### config.mk
export PLATFORM = sky130hd
export DESIGN_NAME = pitch_band_tracker
export DESIGN_NICKNAME = d
export VERILOG_FILES = /design/src/rtl/pitch_pkg.sv /design/src/rtl/pitch_band_lookup.sv /design/src/rtl/pitch_band_tracker.sv
export SDC_FILE = /design/constraint.sdc
export NUM_CORES = 1
export LEC_CHECK = 0
export CELL_PAD_IN_SITES_DETAIL_PLACEMENT = 2
export CELL_PAD_IN_SITES_GLOBAL_PLACEMENT = 2
export CORE_MARGIN = 2
export CORE_UTILIZATION = 29
export DETAILED_ROUTE_END_ITERATION = 7
export GPL_TIMING_DRIVEN = 0
export PLACE_DENSITY_LB_ADDON = 0.1
export SLEW_MARGIN = 10
export SYNTH_ARGS = -nofsm -noshare
export SYNTH_HDL_FRONTEND = slang
export SYNTH_HIERARCHICAL = 1
export SYNTH_SLANG_ARGS = --single-unit
### constraint.sdc
create_clock -name clk -period 5.35 [get_ports clk]
set_input_delay 1.3375 -clock clk [delete_from_list [all_inputs] [get_ports clk]]
set_output_delay 1.3375 -clock clk [all_outputs]
set_load 0.01 [all_outputs]
### src/rtl/pitch_pkg.sv
// Shared types and helpers for the pitch band tracker.
package pitch_pkg;

  typedef enum logic [1:0] {
    IDLE,
    CAND,
    LOCKED
  } state_e;

  // Band index value meaning "no band": one past the last real band.
  function automatic int unsigned band_none(input int unsigned nbands);
    return nbands;
  endfunction

  // Width of a band index able to hold 0..nbands (nbands encodes NONE).
  function automatic int unsigned idx_width(input int unsigned nbands);
    return $clog2(nbands + 1);
  endfunction

endpackage

### src/rtl/pitch_band_lookup.sv
// Priority classifier: maps a pitch bin onto the lowest-numbered band whose
// inclusive [lo, hi] range contains it; NONE if no band matches.
module pitch_band_lookup
  import pitch_pkg::*;
#(
  parameter  int unsigned W      = 10,
  parameter  int unsigned NBANDS = 4,
  localparam int unsigned IW     = idx_width(NBANDS)
) (
  input  logic [W-1:0]             bin_i,
  input  logic [NBANDS-1:0][W-1:0] lo_i,
  input  logic [NBANDS-1:0][W-1:0] hi_i,
  output logic [IW-1:0]            band_o
);

  logic found;

  // First matching band wins; an inverted range (lo > hi) can never match.
  always_comb begin
    band_o = IW'(band_none(NBANDS));
    found  = 1'b0;
    for (int unsigned b = 0; b < NBANDS; b++) begin
      if (!found && (lo_i[b] <= bin_i) && (bin_i <= hi_i[b])) begin
        band_o = IW'(b);
        found  = 1'b1;
      end
    end
  end

endmodule

### src/rtl/pitch_band_tracker.sv
// Debounced pitch band tracker: classifies each valid pitch bin into a
// programmable band, locks after HITS consecutive hits, releases after
// MISSES consecutive out-of-band samples or a silence timeout.
module pitch_band_tracker
  import pitch_pkg::*;
#(
  parameter  int unsigned W           = 10,
  parameter  int unsigned NBANDS      = 4,
  parameter  int unsigned HITS        = 4,
  parameter  int unsigned MISSES      = 3,
  parameter  int unsigned TIMEOUT_CYC = 2_500_000,
  localparam int unsigned IW          = idx_width(NBANDS)
) (
  input  logic                     clk,
  input  logic                     reset,
  input  logic                     enable,
  input  logic                     pitch_valid,
  input  logic [W-1:0]             pitch_bin,
  input  logic [NBANDS-1:0][W-1:0] band_lo,
  input  logic [NBANDS-1:0][W-1:0] band_hi,
  output logic [IW-1:0]            band_idx,
  output logic                     locked,
  output logic                     band_change
);

  localparam int unsigned HW = $clog2(HITS + 1);
  localparam int unsigned MW = $clog2(MISSES + 1);
  localparam int unsigned TW = $clog2(TIMEOUT_CYC + 1);
  localparam logic [IW-1:0] NONE = IW'(band_none(NBANDS));

  state_e        state_q, state_d;
  logic [IW-1:0] cand_q, cand_d;
  logic [HW-1:0] hits_q, hits_d, hits_inc;
  logic [MW-1:0] miss_q, miss_d, miss_inc;
  logic [TW-1:0] tmo_q, tmo_d, tmo_inc;
  logic [IW-1:0] idx_q, idx_d;
  logic          locked_q, locked_d;
  logic          change_q, change_d;
  logic [IW-1:0] band;

  pitch_band_lookup #(
    .W      (W),
    .NBANDS (NBANDS)
  ) u_lookup (
    .bin_i  (pitch_bin),
    .lo_i   (band_lo),
    .hi_i   (band_hi),
    .band_o (band)
  );

  // Saturating increments; a band differing from the candidate restarts at 1.
  assign hits_inc = (band == cand_q)
                    ? ((hits_q == HW'(HITS)) ? hits_q : hits_q + HW'(1))
                    : HW'(1);
  assign miss_inc = (miss_q == MW'(MISSES)) ? miss_q : miss_q + MW'(1);
  assign tmo_inc  = (tmo_q == TW'(TIMEOUT_CYC)) ? tmo_q : tmo_q + TW'(1);

  // Next-state logic for the tracker FSM, counters and output registers.
  always_comb begin
    state_d  = state_q;
    cand_d   = cand_q;
    hits_d   = hits_q;
    miss_d   = miss_q;
    tmo_d    = tmo_q;
    idx_d    = idx_q;
    locked_d = locked_q;
    change_d = 1'b0;

    if (!enable) begin
      state_d  = IDLE;
      cand_d   = NONE;
      hits_d   = '0;
      miss_d   = '0;
      tmo_d    = '0;
      idx_d    = NONE;
      locked_d = 1'b0;
      change_d = locked_q;
    end else if (pitch_valid) begin
      tmo_d = '0;
      unique case (state_q)
        // IDLE and CAND share one path: in IDLE cand is NONE, so a real band
        // always starts at hits=1, which also covers HITS==1 locking directly.
        IDLE, CAND: begin
          if (band == NONE) begin
            state_d = IDLE;
            cand_d  = NONE;
            hits_d  = '0;
          end else if (hits_inc == HW'(HITS)) begin
            state_d  = LOCKED;
            idx_d    = band;
            locked_d = 1'b1;
            change_d = 1'b1;
            cand_d   = NONE;
            hits_d   = '0;
            miss_d   = '0;
          end else begin
            state_d = CAND;
            cand_d  = band;
            hits_d  = hits_inc;
          end
        end
        LOCKED: begin
          if (band == NONE) begin
            cand_d = NONE;
            hits_d = '0;
            if (miss_inc == MW'(MISSES)) begin
              state_d  = IDLE;
              idx_d    = NONE;
              locked_d = 1'b0;
              change_d = 1'b1;
              miss_d   = '0;
            end else begin
              miss_d = miss_inc;
            end
          end else if (band == idx_q) begin
            cand_d = NONE;
            hits_d = '0;
            miss_d = '0;
          end else begin
            miss_d = '0;
            if (hits_inc == HW'(HITS)) begin
              idx_d    = band;
              change_d = 1'b1;
              cand_d   = NONE;
              hits_d   = '0;
            end else begin
              cand_d = band;
              hits_d = hits_inc;
            end
          end
        end
        default: state_d = IDLE;
      endcase
    end else begin
      tmo_d = tmo_inc;
      if ((tmo_inc == TW'(TIMEOUT_CYC)) && (state_q != IDLE)) begin
        state_d = IDLE;
        cand_d  = NONE;
        hits_d  = '0;
        miss_d  = '0;
        if (state_q == LOCKED) begin
          idx_d    = NONE;
          locked_d = 1'b0;
          change_d = 1'b1;
        end
      end
    end
  end

  // State and output registers with synchronous reset.
  always_ff @(posedge clk) begin
    if (reset) begin
      state_q  <= IDLE;
      cand_q   <= NONE;
      hits_q   <= '0;
      miss_q   <= '0;
      tmo_q    <= '0;
      idx_q    <= NONE;
      locked_q <= 1'b0;
      change_q <= 1'b0;
    end else begin
      state_q  <= state_d;
      cand_q   <= cand_d;
      hits_q   <= hits_d;
      miss_q   <= miss_d;
      tmo_q    <= tmo_d;
      idx_q    <= idx_d;
      locked_q <= locked_d;
      change_q <= change_d;
    end
  end

  assign band_idx    = idx_q;
  assign locked      = locked_q;
  assign band_change = change_q;

endmodule

Word-level counts from Yosys, hierarchy flattened
Index checks and enable logic that the tools add are counted.
{"block": "word_totals", "regBits": 37, "in_bits": 94, "output_inout_bits": 5}
{"block": "op_classes", "addsub": 3, "n_lt_le_gt_ge": 8, "eq_ne": 18, "muxes": 65, "bitwise_logic": 1, "reduce_logical": 24}
{"operator": "10-bit <= comparator", "count": 8}
{"operator": "3-bit two-way mux", "count": 26}
{"operator": "22-bit == test (second input constant)", "count": 2}
{"operator": "2-bit two-way mux", "count": 12}
{"operator": "22-bit by 1-bit adder with 22-bit output (second input constant)", "count": 1}
{"operator": "22-bit two-way mux", "count": 1}
{"operator": "1-bit two-way mux", "count": 19}
{"operator": "3-bit case mux with 2 select lines", "count": 3}
{"operator": "3-bit != test (second input constant)", "count": 4}
{"operator": "3-bit == test (second input constant)", "count": 3}
{"operator": "1-bit logical AND", "count": 8}
{"operator": "4-bit != test (second input constant)", "count": 2}
{"operator": "2-bit case mux with 2 select lines", "count": 2}
{"operator": "2-bit nonzero test", "count": 4}
{"operator": "7-bit AND reduction", "count": 1}
{"operator": "2-bit == test (second input constant)", "count": 3}
{"operator": "3-bit == test", "count": 2}
{"operator": "6-bit AND reduction", "count": 1}
{"operator": "1-bit case mux with 2 select lines", "count": 2}
{"operator": "4-bit AND reduction", "count": 1}
{"operator": "2-bit OR reduction", "count": 2}
{"operator": "3-bit by 1-bit adder with 3-bit output (second input constant)", "count": 1}
{"operator": "1-bit zero test", "count": 3}
{"operator": "3-bit by 1-bit != test with 1-bit output (second input constant)", "count": 1}
{"operator": "7 further kinds", "count": 7}

Logic depth before layout (Yosys ltp)
Gate-level depths: netlist of run 1.
{"block": "logic_depth", "word_depth": 24, "ltp_mapped": 16}

By module
Netlist of run 1, hierarchy kept.
{"mod": "pitch_band_tracker", "n_inst": 1, "cells_each": 299, "area_each_um2": 2332.2, "seq_area_each_um2": 740.7}
{"mod": "pitch_band_lookup", "n_inst": 1, "cells_each": 264, "area_each_um2": 1934.4, "seq_area_each_um2": 0.0}

Least setup slack after synthesis of run 1
OpenSTA, ideal clock, no wires.
{"block": "synth_path", "path_kind": "input-to-reg", "start": "input pitch_bin[5]", "end": "register idx_q[2] (netlist: band_idx[2])", "setup_time_ns": 0.120, "t_arrival_ns": 4.122, "t_required_ns": 5.230, "setup_slack_ns": 1.108, "stages": 16, "path_buffers": 0, "cell_sequence": "inv_1 ha_1 nand4_1 a21oi_1 a211oi_2 o21ai_1 a22o_1 nand2_1 nor3_1 inv_1 nor3_1 a21boi_0 o22ai_1 nor3b_1 a22oi_1 o31a_1"}
{"block": "synth_via", "elab_chain_len": 23, "word_cells_on_any_way": 40, "cone_classes": "order compare: 8; eq/ne: 7; mux: 14; reduce/logical: 11"}
{"item": "from (decl)", "line": "pitch_band_tracker.sv:18", "source": "input logic [W-1:0] pitch_bin,"}
{"item": "10-bit <= comparator", "line": "pitch_band_lookup.sv:23", "source": "if (!found && (lo_i[b] <= bin_i) && (bin_i <= hi_i[b])) begin"}
{"item": "1-bit logical AND", "line": "pitch_band_lookup.sv:23"}
{"item": "1-bit two-way mux", "line": "pitch_band_lookup.sv:23"}
{"item": "1-bit zero test", "line": "pitch_band_lookup.sv:23"}
{"item": "1-bit logical AND (2 in series)", "line": "pitch_band_lookup.sv:23"}
{"item": "1-bit two-way mux", "line": "pitch_band_lookup.sv:23"}
{"item": "1-bit zero test", "line": "pitch_band_lookup.sv:23"}
{"item": "1-bit logical AND (2 in series)", "line": "pitch_band_lookup.sv:23"}
{"item": "(+5 left out)"}
{"item": "net band[2]", "line": "pitch_band_tracker.sv:39", "source": "logic [IW-1:0] band;"}
{"item": "3-bit == test", "line": "pitch_band_tracker.sv:52", "source": "assign hits_inc = (band == cand_q)"}
{"item": "3-bit two-way mux", "line": "pitch_band_tracker.sv:53", "source": "? ((hits_q == HW'(HITS)) ? hits_q : hits_q + HW'(1))"}
{"item": "3-bit == test", "line": "pitch_band_tracker.sv:88, pitch_band_tracker.sv:121"}
{"item": "3-bit two-way mux", "line": "pitch_band_tracker.sv:88, pitch_band_tracker.sv:121"}
{"item": "3-bit two-way mux", "line": "pitch_band_tracker.sv:115", "source": "end else if (band == idx_q) begin"}
{"item": "3-bit two-way mux", "line": "pitch_band_tracker.sv:103", "source": "if (band == NONE) begin"}
{"item": "3-bit case mux with 2 select lines", "line": "pitch_band_tracker.sv:80", "source": "unique case (state_q)"}
{"item": "3-bit two-way mux", "line": "pitch_band_tracker.sv:78", "source": "end else if (pitch_valid) begin"}
{"item": "to (signal assigned)", "line": "pitch_band_tracker.sv:167", "source": "idx_q <= idx_d;"}
{"item": "to (decl)", "line": "pitch_band_tracker.sv:36", "source": "logic [IW-1:0] idx_q, idx_d;"}
Mark *: on every way through the listed nets, which the timed path passes. The rest lies on a longest branch. The select of a mux whose other input is x is not followed.
A chain may end at the register's enable or synchronous reset.

Worst setup path in the final report of run 1
{"block": "layout_path", "start": "input pitch_bin[0]", "end": "register idx_q[2] (netlist: band_idx[2])"}
The elaborated chain is that of the path after synthesis.

==> results.txt, run 1 <==
After routing the design area is between 0.005 and 0.006 mm^2. The area of the core came out at 0.0145 mm^2. The switching share of power is 30.1%. The worst setup path is of the in -> reg kind. The number of cells traversed by the worst register-to-register path came out at 9. The final worst clock skew is slightly above 9 ps. The ratio of total power to cell area came out at ~160 mW/mm^2. The dominant synthesized flop cell is sky130_fd_sc_hd__dfxtp_1. The share of post-route cells with drive strength above 1 is under 10%. The share of the Yosys chip area taken by registers is approximately 17%.

STA classifies the critical path startpoint as an input pin. The static leakage power came out at between 2 and 2.5 nW. In this run the core area contains 44 standard-cell rows. The highest attainable clock frequency came out at 0.194 GHz. The number of H-tree levels came out at 2. The count of maximum capacitance violations is 0.

The run finished with clean final reports. The via count of the first global-routing pass came out at 5031. The highest-utilization routing layer at the global route stage is met2. The cell count after synthesis is between 500 and 600. The number of buffers and inverters on the critical path came out at 3. The tightest min-delay check is of the reg -> reg type. The transition time of the tightest slew-check pin came out at around 800 ps. The post-synthesis cell area is roughly 0.0043 mm^2.

The number of synthesis warnings is 6. The element type at the critical path end is a register. The largest family of logic cells by synthesized area is simple AND/OR/NAND/NOR gates. In the finished design, the share of the clock period the worst path needs comes to 96.5%. After detailed routing, the number of vias per cell comes to 5.26.

The proportion of synthesized area in mux cells is less than 1%. Each instance of the synthesized netlist takes up on average between 7 and 8 um^2. The hold-fix buffer count after cts came out at 0. The number of buffers inserted during clock tree synthesis came out at 5. The clock transition at the registers of the reported paths came out at about 60 ps. The sum of overflow across all layers after global routing is 0. The most numerous cell type found on the critical path is sky130_fd_sc_hd__inv_1. The die footprint came out at 0.0157 mm^2. In this run, synthesis inferred 0 flip-flops with an integrated enable.

The number of pins exceeding their max-slew limit in the final report came out at 0. The number of clock sinks came out at 37. The worst path needs 5160 ps of the cycle, external delays included. Among all stages on the critical path, the largest delay is contributed by sky130_fd_sc_hd__clkdlybuf4s50_1. The endpoint with the worst hold slack is miss_q[0]. Setup repair after global routing could not meet its margin everywhere. The number of cells traversed by the worst hold path is 1. Setup violations remaining at the end of the flow were counted as 0. The floorplan die height is about 130 um.

For this run, global-route usage on met1 was measured as about a quarter. In this run the post-CTS setup repair buffer count came out at 0. The finished layout holds 852 standard cells, fillers aside. The count of final hold-check violations came to 0. The number of nets handed over by synthesis was 741.

Leaving out fill and tap cells, the most frequent cell in the layout is sky130_fd_sc_hd__clkdlybuf4s50_1. The fraction of the mapped netlist area in compound gates is 19.0%. The first global-routing pass estimated approximately 26000 um of wire. The clock power share came out at 37.0%. The synthesized-area fraction occupied by and/or/nand/nor cells is approximately 26%. The distinct cell type count after synthesis came out at 63. In this run the tool buffered the top-level ports with 98 buffer cells. The DRC violations left came out at 0. The largest net degree at the start of global routing is 12.

The post-synthesis sequential element count came out at 37. Data on the critical path is required at its endpoint by about 5500 ps. Summing the areas of all fa, ha and maj instances in the mapped netlist gives about a quarter of the synthesized area. The total wirelength of the detailed-routed design came out at around 15000 um. The met2 track utilization from global routing is around 36%. The count of pins on the block boundary came out at 99. The total negative slack is 0 ps. The first-pass iteration count of the detailed router is 4. The final weighted congestion of routability-driven global placement came out at approximately 0.9. The sequential power share is ~31%. In this run the cell area measured after placement is between 0.005 and 0.006 mm^2. The initial core utilization is around 29%. The kind of cell adding the most delay to the critical path is compound AO/OA/AOI/OAI gates. In this run the worst path has a maximum fanout of 7. The clock tree root driver cell is sky130_fd_sc_hd__clkbuf_16.

After synthesis, the share of flip-flops with an asynchronous set or reset is 0%. The longest clock path from root to sink contains 2 buffers. The count of routing violations after the opening detailed-route iteration came out at ~140. The synthesized netlist devotes 5.34% of its cell area to XOR and XNOR gates.

The routed wire length per instance is 17.9 um. The power dissipated by switching net loads is between 0.2 and 0.3 mW. The logic gate share of total power is between 30% and 40%.

The initial antenna violation count was 0. The die is between 100 and 150 um wide. STA puts the critical path data arrival time at about 5300 ps.

The global-route track usage on met3 is between 2 and 3%. The internal portion of the total power is 0.638 mW. The sum of net half-perimeters after detailed placement came out at 12800 um.

The critical path goes through clkdlybuf4s50_1, inv_1, ha_1, nand2b_1, a21oi_1, a211oi_1, o21ai_0, a22o_1, nand2_1, nor3_2, inv_1, nor3_4, a21boi_0, o22ai_1, nor3b_1, a22oi_1, o31a_1. The final net count came out at 846. The post-synthesis to final-layout area growth is 33.1%. The total routing resource utilization after global routing is 19.8%. TritonCTS built the clock tree. Including well taps, the total number of placed cells is roughly 850.

In this run the tightest slew margin relative to its limit is 47.5%. The number of diodes came out at 0. The overall via count from detail_route came out at roughly 4500. The residual antenna-violating net count after detailed routing came out at 0. The clock latency on the worst-skew pair is a little under 300 ps.

The top cell types in the final layout, fill and taps aside, are 98 x sky130_fd_sc_hd__clkdlybuf4s50_1, 84 x sky130_fd_sc_hd__ha_1, 68 x sky130_fd_sc_hd__inv_1. The setup slack of the most critical reg-to-reg path is 2010 ps. The startpoint identified for the worst register-to-register timing path is tmo_q[0]. The largest vdd supply drop is around 0.10 mV. The sum of internal, switching and leakage power came out at approximately 0.9 mW.

On the worst path, the slowest cell contributes a delay of slightly above 600 ps. The capturing point of the worst reg2reg path is hits_q[0]. The worst hold path startpoint is miss_q[0].
[power by group through the flow]
stage | Clock [mW] | Combinational, mW | Sequential [mW]
floorplan | 0 | 0.148 | 0.287
global placement | 0 | 0.267 | 0.288
detailed placement | 0 | 0.284 | 0.288
CTS | 0.349 | 0.291 | 0.282
global route | 0.361 | 0.332 | 0.282
finish | 0.338 | 0.293 | 0.282
[Yosys cell counts, drive strengths merged, types with 12 or more instances]
library cell,number,area [um^2]
inv,68,255
a21oi,32,160
ha,84,1050
nand4,18,113
o21ai,28,144
dfxtp,37,741
xor2,12,105
nor2,48,180
nor3,13,65.1
nand3,25,130
a211oi,16,125
xnor2,14,123
nand2,43,164
[metal layers]
layer	vias up	part of all wire (%)
met1	2167	48
met3	11	2.8
met4	0	0.75
met5	-	0
li1	2232	-
met2	72	49
[what timing repair did]
item	CTS	global route
pin swaps	0	1
resized for setup	5	4
setup endpoints to repair	15	8
cloned	0	0
[registers in the layout, indices dropped and copies added (netlist names)]
register and cells:
band_idx 3, tmo_q 22, hits_q 3, state_q 2, miss_q 2, locked 1
cand_q 3, band_change 1
[worst max-delay path by stage]
stage	from	endpoint	slack, ps	depth (start not counted)
2_1_floorplan	pitch_bin[5]	band_idx[2]	1110	16
3_3_place_gp	pitch_bin[6]	band_idx[2]	-770	16
3_5_place_dp	pitch_bin[6]	band_idx[2]	-840	16
4_1_cts	pitch_bin[5]	state_q[1]	40	17
5_1_grt	pitch_bin[0]	band_idx[2]	-110	17
6_report	pitch_bin[0]	band_idx[2]	190	17
[worst register-to-register path: cells and delay by family (launching register included)]
family,cells,cell delay [ps]
adders and majority gates,1,200
DFF,1,470
buffers and inverters,1,350
AOI/OAI and AO/OA,3,700
and+or+nand+nor,4,1560
[final cells by class]
cell class                 instances  area (um^2)
inverter                          68          255
timing repair buffer              98          981
buffer                            13         61.3
sequential                        37          741
multi-input combinational        445         3250
fill                            1689         8800
clock inverter                     2         35.0
tap                              184          230
clock buffer                       5          125
[stage by stage]
| stage | setup slack, ps | util [%] | hold WS [ps] |
|---|---|---|---|
| after detailed placement | -839 | 37.8 | 483 |
| after floorplan | 1110 | - | 449 |
| after CTS | 40.0 | 39.1 | 498 |
| after global placement | -771 | 37.8 | 456 |
| after global routing | -108 | 39.2 | 523 |
| final | 185 | 39.2 | 492 |
[logic make-up after synthesis]
family / Yosys count
AOI/OAI and AO/OA: 125
xor gates and xnor gates: 26
adders and majority gates: 84
buffers and inverters: 81
DFF: 37
muxes: 2
and+or+nand+nor: 208
(Power assumes the default switching activity.)
==> inputs of run 2 (changes only) <==
--- a/config.mk
+++ b/config.mk
@@ -12,6 +12,7 @@
 export DETAILED_ROUTE_END_ITERATION = 7
 export GPL_TIMING_DRIVEN = 0
 export PLACE_DENSITY_LB_ADDON = 0.1
+export REMOVE_ABC_BUFFERS = 1
 export SLEW_MARGIN = 10
 export SYNTH_ARGS = -nofsm -noshare
 export SYNTH_HDL_FRONTEND = slang
==> results.txt, run 2 (synthesis results as in run 1) <==
The pre-CTS setup slack is -910 ps (-71.0 ps). The final weighted congestion of routability-driven global placement came out at 0.902 (+0.62%). The largest vdd supply drop is 0.112 mV (+8.7%).

CTS placed an instance of sky130_fd_sc_hd__clkbuf_16 at the clock tree root. The largest net degree at the start of global routing is 24 (+12). The clock period minus worst slack is 4990 ps (-173 ps). The number of placement rows is 44 (unchanged). The total wirelength of the detailed-routed design came out at 14500 um (-5.1%).

The residual antenna-violating net count after detailed routing is 0 (unchanged). The number of post-CTS setup repair buffers came out at 0 (unchanged). The clock transition at the registers of the reported paths is 60 ps (about the same). The flow ran to the end, and the final reports show no timing, DRC or antenna violations. The total routing resource utilization after global routing was 18.9% (-0.86 points). The sum of overflow across all layers after global routing came out at 0 (unchanged). The peak per-stage delay on the critical path came out at 620 ps (about the same). The overall die width came to 125 um (unchanged). The critical path capture point is band_idx[2]. The total negative slack came to 0 ps (unchanged). The setup slack of the most critical reg-to-reg path is 2230 ps (+220 ps). The cell type of the slowest stage on the worst timing path is sky130_fd_sc_hd__clkdlybuf4s50_1. The number of clock sinks came out at 37 (unchanged). The floorplan die height came out at 125 um (unchanged). The number of cells traversed by the worst register-to-register path came out at 8 (-1). The clock power share came out at 38.7% (+1.7 points).

The capturing point of the worst reg2reg path is hits_q[0]. Walking the worst path, the cells encountered are clkdlybuf4s50_1, inv_1, ha_1, nand2b_1, a21oi_1, a211oi_1, o21ai_0, a22o_1, nand2_1, nor3_2, inv_1, nor3_4, a21boi_0, o22ai_1, nor3b_2, a22oi_1, o31a_1. The maximum buffer depth of the clock tree came out at 2 (unchanged). The area of the core is 0.0145 mm^2 (unchanged). The die footprint came out at 0.0157 mm^2 (unchanged). The routed wire length per instance came to 17.3 um (-3.8%).

In the layout the commonest cells are 98 x sky130_fd_sc_hd__clkdlybuf4s50_1, 84 x sky130_fd_sc_hd__ha_1, 68 x sky130_fd_sc_hd__inv_1. The power dissipated by switching net loads came out at 0.276 mW (+0.56%). The sequential power share came out at 30.3% (-0.6 points). The most frequent standard cell in the layout excluding fill and tap cells is sky130_fd_sc_hd__clkdlybuf4s50_1. The count of final hold-check violations came out at 0 (unchanged). By instance count, the cell type seen most on the critical path is sky130_fd_sc_hd__inv_1. Setup repair after global routing could not meet its margin everywhere. The critical path starts at pitch_bin[0]. The count of pins on the block boundary came to 99 (unchanged). The internal power is 0.654 mW (+2.5%). The post-synthesis to final-layout area growth came out at 32.3%. The clock latency on the worst-skew pair is 290 ps (about the same). The post-detailed-route via-to-cell ratio is 5.29 (+0.64%). Counting flops per register, the top entry is tmo_q. The number of pins exceeding their max-slew limit in the final report is 0 (unchanged). The number of fillers in the final layout is 1656 (-2.0%). The final net count is 833 (-1.5%). The maximum fanout encountered on the critical timing path is 7 (unchanged). The part of the cycle the worst path needs is 93.3% (-3.2 points). The count of routing violations after the opening detailed-route iteration is 130 (-9.7%). The flip-flop count of the largest register, all copies and words added came out at 22 (unchanged).

The final worst clock skew came out at 6.57 ps (-2.64 ps). The highest attainable clock frequency came out at 0.200 GHz (+3.5%). The initial core utilization came to 29.5% (unchanged). The DRC violations left came out at 0 (unchanged). The data arrival time of the critical path came out at 5170 ps (-170 ps). The initial antenna violation count came out at 0 (unchanged). The worst register-to-register path begins at tmo_q[0]. The number of diodes came out at 0 (unchanged). The hold-fix buffer count after cts came out at 0 (unchanged).

The ratio of total power to cell area is 165 mW/mm^2 (+2.5%). The count of buffers inserted at the top-level ports is 98 (unchanged). The switching share of power came to 29.7% (-0.39 points). The number of H-tree levels is 2 (unchanged). The final number of setup-violating endpoints came to 0 (unchanged). The number of buffers inserted during clock tree synthesis came out at 5 (unchanged).

The worst setup path is launched from an input pin. The required time of the critical path came to 5530 ps (about the same). The sum of net half-perimeters after detailed placement is 12200 um (-4.9%). The transition time of the tightest slew-check pin came out at 834 ps (+56.9 ps). The critical path class is in -> reg. The final worst setup slack came out at 358 ps (+173 ps).

The share of post-route cells with drive strength above 1 came to 4.42% (+0.23 points). The first-pass iteration count of the detailed router is 4 (unchanged). The count of maximum capacitance violations is 0 (unchanged). The number of cells traversed by the worst hold path came out at 1 (unchanged). The tightest min-delay check is of the reg -> reg type. The via count of the first global-routing pass is 4919 (-2.2%). The logic gate share of total power came out at 31.0% (-1.1 points). TritonCTS built the clock tree. The worst setup path is captured at a register. The overall via count from detail_route was 4447 (-0.78%). The relative max-transition margin is 44.3% (-3.2 points). The global-route wire length before repair is 24500 um (-4.2%). The static leakage power is 2.36 nW (-1.0%).
## run 2: cell type report
| class | count | area [um^2] | area share, % |
|---|---|---|---|
| inverters | 68 | 255 | 4.52 |
| clock buffers | 6 | 139 | 2.46 |
| flip-flops and latches | 37 | 741 | 13.1 |
| multi-input cells | 445 | 3260 | 57.8 |
| well taps | 184 | 230 | 4.08 |
| repair buffers | 98 | 981 | 17.4 |
| clock inverters | 2 | 37.5 | 0.665 |
## run 2: power groups by stage
stage / sequential, mW / combinational (mW) / clock [mW]
6_report: 0.282 / 0.289 / 0.360
3_3_place_gp: 0.288 / 0.266 / 0
5_1_grt: 0.282 / 0.328 / 0.380
3_5_place_dp: 0.288 / 0.281 / 0
2_1_floorplan: 0.287 / 0.147 / 0
4_1_cts: 0.282 / 0.288 / 0.372
## run 2: timing repair
item / CTS / global route
endpoints found under the setup margin: 14 / 9
pin swaps: 0 / 1
resized for setup: 7 / 4
## run 2: worst min path at each step
stage               from         to
2_1_floorplan  miss_q[0]  miss_q[0]
3_3_place_gp   miss_q[0]  miss_q[0]
3_5_place_dp   miss_q[0]  miss_q[0]
4_1_cts        miss_q[0]  miss_q[0]
5_1_grt        cand_q[0]  cand_q[0]
6_report       miss_q[0]  miss_q[0]
## run 2: worst max-delay path, delay by kind of cell
kind	cells	cell delay (ps)
buffers and inverters	3	980
AND/OR/NAND/NOR	5	1150
AO/OA/AOI/OAI	8	1460
adder cells (fa/ha/maj)	1	240
## run 2: per-layer routing
layer,up-vias,global-route usage [%],wire [um]
li1,2207,-,-
met1,2173,24.5,6860
met2,60,34.2,7120
met3,7,3.04,459
met4,0,2.16,71
met5,-,0,0
## run 2: through the flow
stage	total power [mW]	hold WS (ps)	instance area (um^2)	util [%]	cells
final	0.930	508	5640	39.0	840
after floorplan	0.434	449	4210	-	550
after global routing	0.990	537	5640	39.0	840
after CTS	0.941	515	5620	38.8	840
after detailed placement	0.569	495	5420	37.4	832
after global placement	0.554	458	5420	37.4	832
